===== src/rtl/enemy_grid_mover_if.sv =====
// Bus between the tick sequencer / grid RAM and the enemy movement engine.
// The engine uses the slave view; the sequencer side uses the master view.
interface enemy_grid_mover_if #(
  parameter int XW = 6,
  parameter int YW = 5,
  parameter int CW = 3
);
  logic            start;
  logic            done;
  logic            busy;
  logic [XW-1:0]   grid_x;
  logic [YW-1:0]   grid_y;
  logic [CW-1:0]   grid_out;
  logic            grid_write;
  logic [CW-1:0]   grid_in;
  logic [YW+XW-1:0] moves;

  modport master (
    output start, grid_out,
    input  done, busy, grid_x, grid_y, grid_write, grid_in, moves
  );

  modport slave (
    input  start, grid_out,
    output done, busy, grid_x, grid_y, grid_write, grid_in, moves
  );
endinterface


===== src/rtl/enemy_grid_mover.sv =====
// Raster-scans the level grid and steps each enemy into an adjacent empty cell.
// Optional player-chasing first direction: define ENEMY_GRID_MOVER_CHASE_EN.
module enemy_grid_mover #(
  parameter int GRID_W       = 40,
  parameter int GRID_H       = 30,
  parameter int XW           = 6,
  parameter int YW           = 5,
  parameter int CW           = 3,
  parameter int EMPTY_CODE   = 0,
  parameter int ENEMY_CODE_A = 4,
  parameter int ENEMY_CODE_B = 5,
  parameter int MOVE_PERIOD  = 200000,
  parameter int MAX_TRIES    = 4
) (
  input  logic          clock,
  input  logic          reset,
`ifdef ENEMY_GRID_MOVER_CHASE_EN
  input  logic [XW-1:0] player_x,
  input  logic [YW-1:0] player_y,
`endif
  enemy_grid_mover_if.slave bus
);

  localparam int CNTW = (MOVE_PERIOD < 1) ? 1 : $clog2(MOVE_PERIOD + 1);
  localparam logic [CNTW-1:0] PERIOD = CNTW'(MOVE_PERIOD);
  localparam logic [XW-1:0]   X_LAST = XW'(GRID_W - 1);
  localparam logic [YW-1:0]   Y_LAST = YW'(GRID_H - 1);
  localparam logic [CW-1:0]   EMPTY  = CW'(EMPTY_CODE);
  localparam logic [CW-1:0]   CODE_A = CW'(ENEMY_CODE_A);
  localparam logic [CW-1:0]   CODE_B = CW'(ENEMY_CODE_B);
  localparam logic [2:0]      TRIES  = 3'(MAX_TRIES);

  typedef enum logic [3:0] {
    S_IDLE, S_GATE, S_SCAN_RD, S_SCAN_WAIT, S_SCAN_EVAL, S_PICK,
    S_NB_RD, S_NB_WAIT, S_NB_EVAL, S_NEXT_DIR, S_WR_NEW, S_WR_OLD,
    S_RETAG, S_ADVANCE, S_FLIP, S_DONE
  } state_t;

  state_t              state_reg, state_next;
  logic [XW-1:0]       cur_x_reg, cur_y_dummy_unused_x;
  logic [YW-1:0]       cur_y_reg;
  logic [XW-1:0]       nb_x_reg;
  logic [YW-1:0]       nb_y_reg;
  logic [1:0]          dir_reg;
  logic [2:0]          tries_reg;
  logic                tag_reg;
  logic [CNTW-1:0]     cnt_reg;
  logic [7:0]          lfsr_reg;
  logic [YW+XW-1:0]    moves_reg;
  logic [XW-1:0]       addr_x_reg;
  logic [YW-1:0]       addr_y_reg;
  logic                write_reg;
  logic [CW-1:0]       wdata_reg;
  logic                done_reg;
  logic                busy_reg;

  logic [CW-1:0]       eligible, written;
  logic [XW-1:0]       pick_x, adv_x, scan_x;
  logic [YW-1:0]       pick_y, adv_y, scan_y;
  logic                pick_oob, at_last, row_end;
  logic [1:0]          base_dir;
  logic                lfsr_fb;

  assign cur_y_dummy_unused_x = '0;

  // Tag 0 moves A enemies and leaves them as B; tag 1 does the reverse.
  assign eligible = tag_reg ? CODE_B : CODE_A;
  assign written  = tag_reg ? CODE_A : CODE_B;

  assign row_end = (cur_x_reg == X_LAST);
  assign at_last = row_end && (cur_y_reg == Y_LAST);
  assign adv_x   = row_end ? '0 : cur_x_reg + XW'(1);
  assign adv_y   = row_end ? cur_y_reg + YW'(1) : cur_y_reg;
  assign scan_x  = (state_reg == S_GATE) ? '0 : adv_x;
  assign scan_y  = (state_reg == S_GATE) ? '0 : adv_y;
  assign lfsr_fb = lfsr_reg[7] ^ lfsr_reg[5] ^ lfsr_reg[4] ^ lfsr_reg[3];

`ifdef ENEMY_GRID_MOVER_CHASE_EN
  logic signed [XW:0] dx;
  logic signed [YW:0] dy;
  logic [XW:0]        adx;
  logic [YW:0]        ady;

  always_comb begin
    dx  = $signed({1'b0, player_x}) - $signed({1'b0, cur_x_reg});
    dy  = $signed({1'b0, player_y}) - $signed({1'b0, cur_y_reg});
    adx = dx[XW] ? -dx : dx;
    ady = dy[YW] ? -dy : dy;
    base_dir = lfsr_reg[1:0];
    if (adx != '0 || ady != '0) begin
      // Larger axis distance wins; equal distances prefer the x axis.
      if (int'(adx) >= int'(ady)) base_dir = dx[XW] ? 2'd3 : 2'd1;
      else                        base_dir = dy[YW] ? 2'd0 : 2'd2;
    end
  end
`else
  assign base_dir = lfsr_reg[1:0];
`endif

  always_comb begin
    pick_x   = cur_x_reg;
    pick_y   = cur_y_reg;
    pick_oob = 1'b0;
    case (dir_reg)
      2'd0: begin
        pick_oob = (cur_y_reg == '0);
        pick_y   = cur_y_reg - YW'(1);
      end
      2'd1: begin
        pick_oob = (cur_x_reg == X_LAST);
        pick_x   = cur_x_reg + XW'(1);
      end
      2'd2: begin
        pick_oob = (cur_y_reg == Y_LAST);
        pick_y   = cur_y_reg + YW'(1);
      end
      default: begin
        pick_oob = (cur_x_reg == '0);
        pick_x   = cur_x_reg - XW'(1);
      end
    endcase
  end

  always_ff @(posedge clock) begin
    if (reset) state_reg <= S_IDLE;
    else       state_reg <= state_next;
  end

  always_comb begin
    state_next = state_reg;
    case (state_reg)
      S_IDLE:      if (bus.start) state_next = S_GATE;
      S_GATE:      state_next = (cnt_reg == '0) ? S_SCAN_RD : S_DONE;
      S_SCAN_RD:   state_next = S_SCAN_WAIT;
      S_SCAN_WAIT: state_next = S_SCAN_EVAL;
      S_SCAN_EVAL: state_next = (bus.grid_out == eligible) ? S_PICK : S_ADVANCE;
      S_PICK:      state_next = pick_oob ? S_NEXT_DIR : S_NB_RD;
      S_NB_RD:     state_next = S_NB_WAIT;
      S_NB_WAIT:   state_next = S_NB_EVAL;
      S_NB_EVAL:   state_next = (bus.grid_out == EMPTY) ? S_WR_NEW : S_NEXT_DIR;
      S_NEXT_DIR:  state_next = ((tries_reg + 3'd1) == TRIES) ? S_RETAG : S_PICK;
      S_WR_NEW:    state_next = S_WR_OLD;
      S_WR_OLD:    state_next = S_ADVANCE;
      S_RETAG:     state_next = S_ADVANCE;
      S_ADVANCE:   state_next = at_last ? S_FLIP : S_SCAN_RD;
      S_FLIP:      state_next = S_DONE;
      S_DONE:      state_next = S_IDLE;
      default:     state_next = S_IDLE;
    endcase
  end

  // Bus outputs are registered from the state being entered, so the address
  // and strobe are presented for the whole of the state that owns them.
  always_ff @(posedge clock) begin
    if (reset) begin
      cur_x_reg  <= '0;
      cur_y_reg  <= '0;
      nb_x_reg   <= '0;
      nb_y_reg   <= '0;
      dir_reg    <= '0;
      tries_reg  <= '0;
      tag_reg    <= 1'b0;
      cnt_reg    <= PERIOD;
      lfsr_reg   <= 8'hA5;
      moves_reg  <= '0;
      addr_x_reg <= '0;
      addr_y_reg <= '0;
      write_reg  <= 1'b0;
      wdata_reg  <= '0;
      done_reg   <= 1'b0;
      busy_reg   <= 1'b0;
    end else begin
      lfsr_reg <= {lfsr_reg[6:0], lfsr_fb};

      if (state_reg == S_GATE && cnt_reg == '0) cnt_reg <= PERIOD;
      else if (cnt_reg != '0)                   cnt_reg <= cnt_reg - CNTW'(1);

      case (state_reg)
        S_GATE: begin
          if (cnt_reg == '0) begin
            moves_reg <= '0;
            cur_x_reg <= '0;
            cur_y_reg <= '0;
          end
        end
        S_SCAN_EVAL: begin
          if (bus.grid_out == eligible) begin
            tries_reg <= '0;
            dir_reg   <= base_dir;
          end
        end
        S_PICK: begin
          nb_x_reg <= pick_x;
          nb_y_reg <= pick_y;
        end
        S_NEXT_DIR: begin
          tries_reg <= tries_reg + 3'd1;
          dir_reg   <= dir_reg + 2'd1;
        end
        S_WR_OLD:  moves_reg <= moves_reg + (YW+XW)'(1);
        S_ADVANCE: begin
          if (!at_last) begin
            cur_x_reg <= adv_x;
            cur_y_reg <= adv_y;
          end
        end
        S_FLIP:    tag_reg <= ~tag_reg;
        default: ;
      endcase

      done_reg  <= (state_reg == S_DONE);
      busy_reg  <= (state_next != S_IDLE);
      write_reg <= (state_next == S_WR_NEW) || (state_next == S_WR_OLD) ||
                   (state_next == S_RETAG);

      case (state_next)
        S_SCAN_RD: begin
          addr_x_reg <= scan_x;
          addr_y_reg <= scan_y;
        end
        S_NB_RD: begin
          addr_x_reg <= pick_x;
          addr_y_reg <= pick_y;
        end
        S_WR_NEW: begin
          addr_x_reg <= nb_x_reg;
          addr_y_reg <= nb_y_reg;
          wdata_reg  <= written;
        end
        S_WR_OLD: begin
          addr_x_reg <= cur_x_reg;
          addr_y_reg <= cur_y_reg;
          wdata_reg  <= EMPTY;
        end
        S_RETAG: begin
          addr_x_reg <= cur_x_reg;
          addr_y_reg <= cur_y_reg;
          wdata_reg  <= written;
        end
        default: ;
      endcase
    end
  end

  assign bus.done       = done_reg;
  assign bus.busy       = busy_reg;
  assign bus.grid_x     = addr_x_reg | cur_y_dummy_unused_x;
  assign bus.grid_y     = addr_y_reg;
  assign bus.grid_write = write_reg;
  assign bus.grid_in    = wdata_reg;
  assign bus.moves      = moves_reg;

endmodule


===== src/flat_wrapper.sv =====
// flat-port wrapper written by rule: the top's interface ports become plain ports
module enemy_grid_mover_flat 
#(
  parameter int GRID_W       = 40,
  parameter int GRID_H       = 30,
  parameter int XW           = 6,
  parameter int YW           = 5,
  parameter int CW           = 3,
  parameter int EMPTY_CODE   = 0,
  parameter int ENEMY_CODE_A = 4,
  parameter int ENEMY_CODE_B = 5,
  parameter int MOVE_PERIOD  = 200000,
  parameter int MAX_TRIES    = 4
)
  (clock, reset, bus_start, bus_grid_out, bus_done, bus_busy, bus_grid_x, bus_grid_y, bus_grid_write, bus_grid_in, bus_moves);
  enemy_grid_mover_if #(.XW(XW), .YW(YW), .CW(CW)) bus_i ();
  input  logic clock;
  input  logic reset;
  input wire logic [$bits(bus_i.start)-1:0] bus_start;
  input wire logic [$bits(bus_i.grid_out)-1:0] bus_grid_out;
  output wire logic [$bits(bus_i.done)-1:0] bus_done;
  output wire logic [$bits(bus_i.busy)-1:0] bus_busy;
  output wire logic [$bits(bus_i.grid_x)-1:0] bus_grid_x;
  output wire logic [$bits(bus_i.grid_y)-1:0] bus_grid_y;
  output wire logic [$bits(bus_i.grid_write)-1:0] bus_grid_write;
  output wire logic [$bits(bus_i.grid_in)-1:0] bus_grid_in;
  output wire logic [$bits(bus_i.moves)-1:0] bus_moves;
  assign bus_i.start = bus_start;
  assign bus_i.grid_out = bus_grid_out;
  assign bus_done = bus_i.done;
  assign bus_busy = bus_i.busy;
  assign bus_grid_x = bus_i.grid_x;
  assign bus_grid_y = bus_i.grid_y;
  assign bus_grid_write = bus_i.grid_write;
  assign bus_grid_in = bus_i.grid_in;
  assign bus_moves = bus_i.moves;
  enemy_grid_mover #(.GRID_W(GRID_W), .GRID_H(GRID_H), .XW(XW), .YW(YW), .CW(CW), .EMPTY_CODE(EMPTY_CODE), .ENEMY_CODE_A(ENEMY_CODE_A), .ENEMY_CODE_B(ENEMY_CODE_B), .MOVE_PERIOD(MOVE_PERIOD), .MAX_TRIES(MAX_TRIES)) u_core (.clock(clock), .reset(reset), .bus(bus_i));
endmodule

===== config.mk =====
export PLATFORM = sky130hd
export DESIGN_NAME = enemy_grid_mover_flat
export DESIGN_NICKNAME = d
export VERILOG_FILES = /design/src/rtl/enemy_grid_mover_if.sv /design/src/rtl/enemy_grid_mover.sv /design/src/flat_wrapper.sv
export SDC_FILE = /design/constraint.sdc
export NUM_CORES = 1
export LEC_CHECK = 0
export BUFFER_PORTS_ARGS = -buffer_cell sky130_fd_sc_hd__buf_4
export CAP_MARGIN = 5
export CORE_ASPECT_RATIO = 0.9
export CORE_MARGIN = 4
export CORE_UTILIZATION = 50
export DETAILED_ROUTE_END_ITERATION = 8
export PLACE_DENSITY_LB_ADDON = 0.25
export SLEW_MARGIN = 0
export SYNTH_ARGS = -nofsm -noshare
export SYNTH_HDL_FRONTEND = slang
export SYNTH_SLANG_ARGS = --single-unit
export TNS_END_PERCENT = 100

===== constraint.sdc =====
create_clock -name clock -period 6.7 [get_ports clock]
set_input_delay 1.675 -clock clock [delete_from_list [all_inputs] [get_ports clock]]
set_output_delay 1.675 -clock clock [all_outputs]
set_load 0.05 [all_outputs]

# After elaboration in Yosys (flattened, before gate mapping)
# Cells that the tools add are included.
dict set report totals {
  regBits 86
  input_bits 6
  output_inout_bits 28
  elab_cells 115
}
dict set report classes {
  mux 32
  bitwise_logic 4
  eq_ne 29
  addsub 8
  reduce_logical 25
}
# operator n
set ops {}
lappend ops {{$pmux 4 s15} 1}
lappend ops {{$eq 4x4->1 const B} 11}
lappend ops {{$mux 4} 6}
lappend ops {{$mux 6} 4}
lappend ops {{$pmux 6 s2} 2}
lappend ops {{$pmux 6 s4} 1}
lappend ops {{$pmux 11 s2} 1}
lappend ops {{$eq 4x3->1 const B} 5}
lappend ops {{$mux 5} 4}
lappend ops {{$pmux 5 s2} 2}
lappend ops {{$pmux 5 s4} 1}
lappend ops {{$logic_not 18->1} 1}
lappend ops {{$reduce_bool 18->1} 1}
lappend ops {{$sub 18x1->18 const B} 1}
lappend ops {{$eq 4x2->1 const B} 3}
lappend ops {{$pmux 3 s2} 2}
lappend ops {{$add 11x1->11 const B} 1}
lappend ops {{$mux 11} 1}
lappend ops {{$reduce_or 2->1} 5}
lappend ops {{$reduce_bool 2->1} 4}
lappend ops {{$reduce_bool 4->1} 2}
lappend ops {{$add 6x1->6 const B} 1}
lappend ops {{$eq 6x6->1 const B} 1}
lappend ops {{$logic_not 6->1} 1}
lappend ops {{other kinds (28)} 36}

# Longest topological paths before layout
dict set report logic_depth {
  word_depth 7
  mapped_depth 11
  mapped_depth_nobuf 8
}

# Worst setup path before layout
# No wires, ideal clock.
dict set report synth_path {
  path_kind {input to register}
  startpoint {input port bus_grid_out[0]}
  endpoint {register u_core.addr_y_reg[2], in the netlist u_core.bus.grid_y[2]}
  t_arrival_ns 2.999
  path_slack_ns 3.568
  setup_ns 0.132
  cell_stages 7
  cell_sequence {xnor2_1 > a2111oi_0 > nor3_1 > o211a_4 > buf_4 > o2111ai_1 > o211ai_1}
}
dict set report synth_between {
  elab_chain_len 6
  word_cells_on_any_way 13
  classes_between {eq/ne: 6; mux: 4; reduce/logical: 3}
}
# element line
set synth_rtl {}
lappend synth_rtl {{from (decl)} flat_wrapper.sv:20} ;# input wire logic [$bits(bus_i.grid_out)-1:0] bus_grid_out;
lappend synth_rtl {{$eq 3x3->1 or $logic_not 3->1 (tied branches)} {enemy_grid_mover.sv:136, enemy_grid_mover.sv:140}}
lappend synth_rtl {{$mux 4 or $mux 2 (tied branches)} {enemy_grid_mover.sv:136, enemy_grid_mover.sv:140}}
lappend synth_rtl {{$pmux 4 s15 (*)} enemy_grid_mover.sv:131} ;# case (state_reg)
lappend synth_rtl {{$eq 4x4->1} enemy_grid_mover.sv:216} ;# case (state_next)
lappend synth_rtl {{$reduce_or 2->1 (no source line)} n/a}
lappend synth_rtl {{$pmux 5 s4 or $reduce_bool 4->1 (tied branches)} n/a}
lappend synth_rtl {{to (signal assigned)} enemy_grid_mover.sv:219} ;# addr_y_reg <= scan_y;
lappend synth_rtl {{to (signal assigned)} enemy_grid_mover.sv:223} ;# addr_y_reg <= pick_y;
lappend synth_rtl {{to (signal assigned)} enemy_grid_mover.sv:227} ;# addr_y_reg <= nb_y_reg;
lappend synth_rtl {{to (decl)} enemy_grid_mover.sv:51} ;# logic [YW-1:0] addr_y_reg;
# Mark *: on every way between the ends. The rest lies on a longest branch, timed or not.
# A chain may end at the register's enable or synchronous reset.

# Final worst setup path
dict set report layout_path {
  startpoint {input port bus_grid_out[0]}
  endpoint {register u_core.addr_x_reg[3], in the netlist u_core.bus.grid_x[3]}
}
dict set report layout_between {
  elab_chain_len 6
  word_cells_on_any_way 13
  classes_between {eq/ne: 6; mux: 4; reduce/logical: 3}
}
# element line
set layout_rtl {}
lappend layout_rtl {{$eq 3x3->1 or $logic_not 3->1 (tied branches)} {enemy_grid_mover.sv:136, enemy_grid_mover.sv:140}}
lappend layout_rtl {{$mux 4 or $mux 2 (tied branches)} {enemy_grid_mover.sv:136, enemy_grid_mover.sv:140}}
lappend layout_rtl {{$pmux 4 s15 (*)} enemy_grid_mover.sv:131}
lappend layout_rtl {{$eq 4x4->1} enemy_grid_mover.sv:216}
lappend layout_rtl {{$reduce_or 2->1 (no source line)} n/a}
lappend layout_rtl {{$pmux 6 s4 or $reduce_bool 4->1 (tied branches)} n/a}
lappend layout_rtl {{to (signal assigned)} enemy_grid_mover.sv:218} ;# addr_x_reg <= scan_x;
lappend layout_rtl {{to (signal assigned)} enemy_grid_mover.sv:222} ;# addr_x_reg <= pick_x;
lappend layout_rtl {{to (signal assigned)} enemy_grid_mover.sv:226} ;# addr_x_reg <= nb_x_reg;
lappend layout_rtl {{to (decl)} enemy_grid_mover.sv:50} ;# logic [XW-1:0] addr_x_reg;
# Marked as above.

==> out/metrics.yaml <==
async_reset_ff_frac: 0
power_leakage_nw: 1.811
synthFlopType: "dfxtp_1"
synth_top_area_share: 0.3550
status: "completed"
ctsResizeCount: 0
area_growth_pct: 8.875
cp_data_required_time_ns: 6.99
drv_cap: 0
clockBufferDepth: 2
clock-skew-final_ns: 0.01652
drv_slew: 0
grt_pass1_vias: 4247
power.density_nw_per_um2: 282.5
path_class: "in -> reg"
port_buffers: 32
worstPathArrival_ns: 3.68
tightest_slew_ns: 1.190
finalHoldViolations: 0
antenna_found_initial: 0
core_sq_um: 9249
drc: 0
dp.cells: 705
rsz0062_at_grt: "no"
startpoint_type: "input pin"
htreeDepth: 3
ios: 34
tritoncts: "built"
grt_max_degree: 65
routed_via_density: 6.282
setup-tns-final_ns: 0
yosysTopAreaCell: "dfxtp_1"
post_cts_buffers: 0
hold_class: "reg -> reg"
gp_congestion: 0.8978
hold_buffers: 0
rows: 33
synth_area_leaders: "dfxtp_1 (35%), nor2_1 (5.0%), nand2_1 (4.0%)"
drt_first_pass_iters: 5
largest_register_ffs: 18
endpoint_kind: "register"
layout.nets: 614
die_w_um: 111.2
wl_per_cell_um: 17.51
n_fill_cell: 869
postRouteAntennaNets: 0
dp_hpwl_mm: 8.695
synth_edf_count: 0
timing.fmax_ghz: 0.2953
cts_root_buf: "clkbuf_8"
stdcell_count: 721
die_y_um: 100.9
cp_slowest_cell: "nor3_2"
grt_pass1_wl_mm: 21.11
synth_seq_cells: 85
cts_buffers: 9
setup_viol_count_final: 0
syn_avg_cell_area_sq_um: 8.138
cts_sinks: 85
drive_gt1_frac: 0.1202
crit_family: "simple AND/OR/NAND/NOR gates"
grt_overflow: 0
netlist_instances: 589
cts.clk_slew.worst_paths_ns: 0.08
path_buf_inv: 1
min_period_ns: 3.387
routed_wl_mm: 12.63
start_util: 0.5183
critPathMaxStageDelay_ns: 0.60
yosysSeqAreaShare: 0.3550
vias: 4529
slew_headroom: 0.2011
syn-num-nets: 609
period_share: 0.5055
cp_max_fo: 13
synthDistinctLibCells: 69
yosysWarnings: 0
dr.first_iter.drc_count: 434
grt.total_usage: 0.2297
worstSkewPairLatency_ns: 0.38
die_area_sq_um: 11220
antenna_cells: 0
path_cells: "buf_4, nor3_1, and3_1, or2_2, nor3_2, o211ai_1, a31oi_1"
irDropWorstVdd_mv: 0.1411
mappedNetlistArea_sq_um: 4793
==> metal layers <==
layer / track usage / up-vias / wire length [um]
met5: 0 / - / 0
met4: 0.08513 / 0 / 238
met3: 0.05282 / 23 / 1050
met2: 0.3653 / 195 / 5590
met1: 0.3064 / 2145 / 5749
li1: - / 2166 / -
==> through the flow <==
stage | hold WS, ns | worst slack, ns | power, mW | cell area, sq um | util
2_1_floorplan | 0.3895 | 3.568 | 1.009 | 4793 | -
3_3_place_gp | 0.4096 | 2.742 | 1.097 | 5019 | 0.5426
3_5_place_dp | 0.3996 | 2.514 | 1.111 | 5019 | 0.5426
4_1_cts | 0.4172 | 2.903 | 1.471 | 5214 | 0.5637
5_1_grt | 0.4307 | 3.138 | 1.551 | 5219 | 0.5643
6_report | 0.4140 | 3.313 | 1.474 | 5219 | 0.5643
==> cell type report <==
class	count	area [sq um]	share of cell area
Clock buffer	13	168.9	0.03237
Clock inverter	3	26.28	0.005035
Inverter	18	67.56	0.01295
Multi-Input combinational cell	446	2846	0.5454
Sequential cell	85	1702	0.3261
Tap cell	122	152.6	0.02925
Timing Repair Buffer	34	255.2	0.04891
==> cells in the mapped netlist, types with 11 or more instances <==
cell / number
o211ai_1: 14
inv_1: 18
a221oi_1: 11
a21oi_1: 37
nor3_1: 16
ha_1: 14
dfxtp_1: 85
xnor2_1: 14
nand2_1: 51
clkbuf_1: 23
a31oi_1: 17
nor2_1: 64
o21ai_0: 20
buf_2: 14
nand3_1: 31
==> layout by cell type (no fill, tap or decap), types with 4 or more instances in the layout <==
master / instances
dfxtp_1: 85
nor2_1: 64
nand2_1: 51
a21oi_1: 37
buf_4: 34
nand3_1: 31
o21ai_0: 20
inv_1: 18
a31oi_1: 17
nor3_1: 15
xnor2_1: 14
o211ai_1: 14
ha_1: 14
clkbuf_8: 12
a221oi_1: 11
nand2b_1: 10
nor2b_1: 10
xor2_1: 10
a211oi_1: 9
a311oi_1: 9
and3_1: 9
or2_2: 7
a22oi_1: 7
nand3b_1: 7
a21o_1: 5
nor4_1: 5
and4_1: 4
nor3b_1: 4
==> kinds of logic after synthesis <==
group,after synthesis,synth area share
adder cells (fa/ha/maj),14,0.03654
AO/OA/AOI/OAI,159,0.2308
AND/OR/NAND/NOR,247,0.2788
other,1,0.0007823
buffers and inverters,58,0.05220
flip-flops,85,0.3550
XOR/XNOR,24,0.04385
multiplexers,1,0.002088
==> final timing paths <==
path                               startpoint                           endpoint  slack [ns]  cells after the start
max reg2reg  u_core.cur_x_reg[0]$_SDFFE_PP0P_  u_core.bus.grid_x[3]$_SDFFE_PP0P_        3.53                      7
min             u_core.lfsr_reg[6]$_SDFF_PP0_      u_core.lfsr_reg[7]$_SDFF_PP1_        0.41                      1
min reg2reg     u_core.lfsr_reg[6]$_SDFF_PP0_      u_core.lfsr_reg[7]$_SDFF_PP1_        0.41                      1
max                           bus_grid_out[0]  u_core.bus.grid_x[3]$_SDFFE_PP0P_        3.31                      7
==> power breakdown <==
group,internal [mW],total [mW],switching [mW]
registers,0.548,0.621,0.0728
logic,0.164,0.493,0.328
clock network,0.169,0.360,0.191
total,0.881,1.47,0.593
==> worst register-to-register path, stage by stage (launching register included) <==
cell and delay, ns:
dfxtp_1 0.55, ha_1 0.32, and4bb_1 0.49, nand3_1 0.21, and3_1 0.39, nor3_2 0.70, o211ai_1 0.22, a31oi_1 0.22
Power figures use the tool's default switching activity.
